--- config.mk ---
export PLATFORM = sky130hd
export DESIGN_NAME = proc_datapath
export DESIGN_NICKNAME = d
export VERILOG_FILES = /design/src/rtl/proc_datapath.sv
export SDC_FILE = /design/constraint.sdc
export NUM_CORES = 2
export LEC_CHECK = 0
export BUFFER_PORTS_ARGS = -buffer_cell sky130_fd_sc_hd__buf_2
export CAP_MARGIN = 20
export CORE_MARGIN = 1
export CORE_UTILIZATION = 60
export CTS_CLUSTER_DIAMETER = 50
export DETAILED_ROUTE_END_ITERATION = 16
export GPL_TIMING_DRIVEN = 0
export HOLD_SLACK_MARGIN = 0.15
export PLACE_DENSITY = 0.72
export SLEW_MARGIN = 10
export SYNTH_ARGS = -nofsm -noshare
export SYNTH_HDL_FRONTEND = slang
export SYNTH_MEMORY_MAX_BITS = 65536
export SYNTH_SLANG_ARGS = --single-unit
--- constraint.sdc ---
create_clock -name clk -period 36.2 [get_ports clk]
set_input_delay 3.62 -clock clk [delete_from_list [all_inputs] [get_ports clk]]
set_output_delay 3.62 -clock clk [all_outputs]
set_load 0.02 [all_outputs]
--- src/rtl/proc_datapath.sv ---
// rtl/proc_datapath.sv - processor datapath: PC, IR, register file, data memory, ALU
// Responds to control-unit strobes and returns the fetched instruction word.
module proc_datapath #(
  parameter int PC_W = 7
) (
  input  logic            clk,
  input  logic            reset,
  input  logic            pc_clr,
  input  logic            pc_up,
  input  logic            ir_ld,
  output logic [PC_W-1:0] imem_addr,
  input  logic [15:0]     imem_data,
  input  logic [7:0]      d_addr,
  input  logic            d_wr,
  input  logic            rf_s,
  input  logic [3:0]      rf_w_addr,
  input  logic            rf_w_wr,
  input  logic [3:0]      rf_ra_addr,
  input  logic [3:0]      rf_rb_addr,
  input  logic [2:0]      alu_s,
  input  logic            ext_wr,
  input  logic [7:0]      ext_addr,
  input  logic [15:0]     ext_wdata,
  output logic [15:0]     ir,
  output logic [PC_W-1:0] pc,
  output logic [15:0]     ra_data,
  output logic [15:0]     rb_data,
  output logic [15:0]     alu_result,
  output logic            alu_zero,
  output logic [15:0]     dmem_rdata
);

  logic [PC_W-1:0] r_pc;
  logic [15:0]     r_ir;
  logic [15:0]     r_rf   [16];
  logic [15:0]     r_dmem [256];
  logic [15:0]     w_alu;
  logic [15:0]     w_rf_wdata;

  // IR samples imem_data at the pre-edge pc, so fetch can advance pc in the same cycle
  always_ff @(posedge clk) begin
    if (reset) begin
      r_pc <= '0;
      r_ir <= '0;
    end else begin
      if (pc_clr)
        r_pc <= '0;
      else if (pc_up)
        r_pc <= r_pc + PC_W'(1);
      if (ir_ld)
        r_ir <= imem_data;
    end
  end

  always_ff @(posedge clk) begin
    if (reset) begin
      for (int i = 0; i < 16; i++)
        r_rf[i] <= '0;
    end else if (rf_w_wr) begin
      r_rf[rf_w_addr] <= w_rf_wdata;
    end
  end

  // Memory contents survive reset; a datapath store takes precedence over a preload
  always_ff @(posedge clk) begin
    if (!reset) begin
      if (d_wr)
        r_dmem[d_addr] <= ra_data;
      else if (ext_wr)
        r_dmem[ext_addr] <= ext_wdata;
    end
  end

  always_comb begin
    w_alu = '0;
    case (alu_s)
      3'd0:    w_alu = ra_data;
      3'd1:    w_alu = ra_data + rb_data;
      3'd2:    w_alu = ra_data - rb_data;
      3'd3:    w_alu = ra_data & rb_data;
      3'd4:    w_alu = ra_data | rb_data;
      3'd5:    w_alu = ra_data ^ rb_data;
      3'd6:    w_alu = ~ra_data;
      default: w_alu = '0;
    endcase
  end

  assign ra_data    = r_rf[rf_ra_addr];
  assign rb_data    = r_rf[rf_rb_addr];
  assign dmem_rdata = r_dmem[d_addr];
  assign w_rf_wdata = rf_s ? dmem_rdata : w_alu;
  assign alu_result = w_alu;
  assign alu_zero   = (w_alu == 16'h0000);
  assign pc         = r_pc;
  assign imem_addr  = r_pc;
  assign ir         = r_ir;

endmodule

==> metrics list <==
- ANT nets after route: 0
- Top flip-flop cell by instance count after synthesis: sky130_fd_sc_hd__edfxtp_1
- Later-pin clock latency in the skew report: 1070 ps
* Setup Viol. Count Final: 0
- Leakage Power: 65.2 nW
- Core Region: 289000 sq um
- In the synthesized netlist, the number of instances is slightly below 8000.
- During synthesis, Yosys emitted a total of 0 warnings.
- The detailed router finished its first iteration with 19800 violations.
- Share of Yosys cell area claimed by the top area cell type: 74.9%
* Clock-pin slew on the worst setup and hold paths: 60 ps
* Worst clock skew: 75.9 ps
- The total count of max-transition violations in the final report is 0.
- Category of the worst setup path capture point: output port
- Count of vias placed by the detailed router: 98000
- CP Max Fanout: 10
* Area used by sequential logic in the layout: 131000 sq um
* Data required time at the worst endpoint: 32580 ps
- The number of global-route vias before repair is around 94000.
- The mapped netlist covers 174000 sq um.
* Transition time at the pin with the least slew margin: 1420 ps
- Final hold violation count: 0
- Global routing used 42.1% of the available tracks across all layers.
- For this run, design rule violations remaining after detail routing come to 0.
- GRT Residual Overflow: 0
- Post-layout nets: 8840
- # resized after CTS: 0
* CTS root buf: sky130_fd_sc_hd__clkbuf_16
- In the final layout, the share of cells above drive strength 1 is 35.6%.
* Deepest level of the CTS H-tree: 5
- At the end of routability-driven placement, the weighted congestion stood at 1.01.
- Adding up every negative setup slack in the final design gives 0 ps.
* Horiz. Die Dim: 541 um
- At the worst endpoint, the arrival time is 10680 ps.
- Tracing the worst setup path back leads to its startpoint at d_addr[2].
- The filler cells instantiated in the layout total 16500.
- Final worst path period share: between 30% and 40%
- In this run the worst hold path is classified as reg2reg.
- Final cell count without fillers: 13000
* Fraction of registers with async set or reset after synthesis: 0%
* Upper clock frequency limit: 69.9 MHz
* Max Root-Sink Buffers: 4
- Placement Rows: roughly 200
- Leaving out fill and tap cells, the most frequent cell in the layout is sky130_fd_sc_hd__edfxtp_1.
- Synthesis instantiated 79 different standard cells from the library.
* Startpoint of the most critical register-to-register path: r_rf[10][8]
* Number of buffers inserted during clock tree synthesis: ~450
* Cell type with the highest aggregate area in the netlist: sky130_fd_sc_hd__edfxtp_1
- Synth Net Count: around 7900
- TritonCTS built the clock tree.
- Overall power consumption after layout is estimated at 0.0116 W.
* Synthesized flop and latch total: around 4400
* Number of primary I/O pins: 167
* HP Start: ir[2]
- The die covers 293000 sq um.
* Highest ir drop seen on vdd: 0.0000570 V
* Kind of start point of the critical path: input port
- Post-DP HPWL: 406000 um
- Power density normalized to cell area: roughly 57 nW/um^2
* Number of hold buffers added after CTS: 0
- In the final layout, the multi-input gates occupy 42300 sq um.
- Number of antenna violations at the first check in global routing: a little over 60
* Rel. slew slack: 5.44%
* Status: complete, no violations
- EDFF count, synth: ~4400
* Unrepaired setup endpoints after global routing: false
- From synthesis to final layout, the design area changed by 16.6%.
* Synthesized area divided by synthesized cell count: 22.5 sq um
- Sequential share of the synthesized area: 75.2%
* Critical setup path kind: in2out
* Detailed-routing iteration count for the pre-antenna-repair pass: 11
* Maximum number of pins on one net before global-route repair: between 40 and 50
* Detail-routed via count per cell: 7.53
- After detailed routing, the average wire length per cell comes to 47.0 um.
- In the layout the commonest cells are sky130_fd_sc_hd__edfxtp_1 (4352), sky130_fd_sc_hd__mux4_2 (1385), sky130_fd_sc_hd__clkbuf_16 (457).
- Once placement completed, the tool counted placed cells totaling 12100.
* WL final: between 600000 and 700000 um
- Clock sinks: 4375
* Initial cell density of the core: 60.4%
- Largest cells by area after synthesis: sky130_fd_sc_hd__edfxtp_1 (75%), sky130_fd_sc_hd__mux4_2 (18%), sky130_fd_sc_hd__nor2_1 (1.0%)
* Count of max-cap constraint violations: 0
- Wire length of the first global-routing pass: slightly above 800000 um
- Port buffering added 154 buffers.
- The routed design could run at a clock period as short as 14300 ps.
* Buffers inserted during post-CTS setup optimization: 0
- From bottom edge to top edge, the die measures 541 um.
## synth_stat cells, types with 7 or more instances
master                     instances
sky130_fd_sc_hd__buf_6             9
sky130_fd_sc_hd__a22oi_1          21
sky130_fd_sc_hd__a31oi_1           9
sky130_fd_sc_hd__ha_1             50
sky130_fd_sc_hd__a211oi_1         17
sky130_fd_sc_hd__nand3b_1          9
sky130_fd_sc_hd__mux2_2           53
sky130_fd_sc_hd__edfxtp_1       4352
sky130_fd_sc_hd__a21oi_1          68
sky130_fd_sc_hd__xor2_1            8
sky130_fd_sc_hd__nand2_1         134
sky130_fd_sc_hd__o21ai_1           7
sky130_fd_sc_hd__mux4_2         1385
sky130_fd_sc_hd__buf_2           145
sky130_fd_sc_hd__clkbuf_1        198
sky130_fd_sc_hd__nor2_1          487
sky130_fd_sc_hd__nand2b_1         28
sky130_fd_sc_hd__buf_4            38
sky130_fd_sc_hd__xnor2_1          16
sky130_fd_sc_hd__and2_1            7
sky130_fd_sc_hd__a221oi_1         27
sky130_fd_sc_hd__nor4_1           18
sky130_fd_sc_hd__mux4_1           25
sky130_fd_sc_hd__inv_1            42
sky130_fd_sc_hd__nand3_1          18
sky130_fd_sc_hd__nor2b_1          89
sky130_fd_sc_hd__and3_1            8
sky130_fd_sc_hd__buf_1            73
sky130_fd_sc_hd__o22ai_1          23
sky130_fd_sc_hd__nor3_1           12
sky130_fd_sc_hd__mux2i_1         162
sky130_fd_sc_hd__dfxtp_1          23
sky130_fd_sc_hd__o21ai_0          79
## per-layer routing
metal  GRT usage [%]  routed length, um  up-vias  part of all wire [%]
li1                -                  -    34900                     -
met2            60.2             267000    10100                    44
met4            29.7              54600       44                   8.9
met5            1.79               1190        -                  0.19
met1            52.5             192000    50700                    31
met3            17.0              97800     2278                    16
## per-stage QoR
stage | utilization [%] | setup slack [ps] | hold slack (ps) | cell area (sq um)
after floorplan | - | 18840 | 582 | 174000
after global placement | 62.4 | 3660 | 475 | 180000
after detailed placement | 65.2 | 22170 | 483 | 188000
after CTS | 70.4 | 22150 | 505 | 203000
after global routing | 70.4 | 21770 | 532 | 203000
final | 70.5 | 21900 | 505 | 203000
## flip-flops by register name, indices dropped and copies added (netlist names)
name / cells
r_dmem: 4096
r_rf: 256
imem_addr: 7
ir: 16
## layout make-up
type                    instances  share of cell area (%)
inverters                      48                  0.0886
multi-input cells            2870                    20.8
clock inverters               323                    1.60
repair buffers                507                    3.72
clock buffers                 517                    5.75
well taps                    3880                    2.39
flip-flops and latches       4375                    64.5
plain buffers                 466                    1.15
diodes                         33                  0.0406
## kinds of logic (layout without fill, tap and decap cells)
kind of cell | Yosys count | count (layout) | share of synthesized area (%)
flops | 4375 | 4375 | 75.2
mux | 1626 | 1626 | 19.5
simple gates | 843 | 843 | 2.16
buf+inv | 514 | 1861 | 1.36
compound gates | 325 | 325 | 1.24
fa+ha+maj | 51 | 51 | 0.370
xor+xnor | 25 | 25 | 0.130
other cells | 0 | 33 | 0
## critical path, cell delays in order
cell                      delay [ps]
sky130_fd_sc_hd__buf_2           120
sky130_fd_sc_hd__buf_2           600
sky130_fd_sc_hd__buf_2           850
sky130_fd_sc_hd__buf_2           680
sky130_fd_sc_hd__buf_2           740
sky130_fd_sc_hd__buf_2           750
sky130_fd_sc_hd__mux4_2          600
sky130_fd_sc_hd__mux2i_1         710
sky130_fd_sc_hd__o21ai_0         160
sky130_fd_sc_hd__o22ai_1        1080
sky130_fd_sc_hd__a21oi_1         310
sky130_fd_sc_hd__buf_2           280
## power by group
part | internal [W] | switching [W]
registers | 0.00571 | 0.00000820
clock network | 0.00268 | 0.00204
logic | 0.000357 | 0.000761
## final timing paths
check                  end  slack (ps)  depth (start not counted)
max          dmem_rdata[1]       21900                         12
max reg2reg    r_rf[4][15]       29470                         18
min reg2reg          ir[2]         510                          2
min                  ir[2]         510                          2
(Power assumes the default switching activity.)
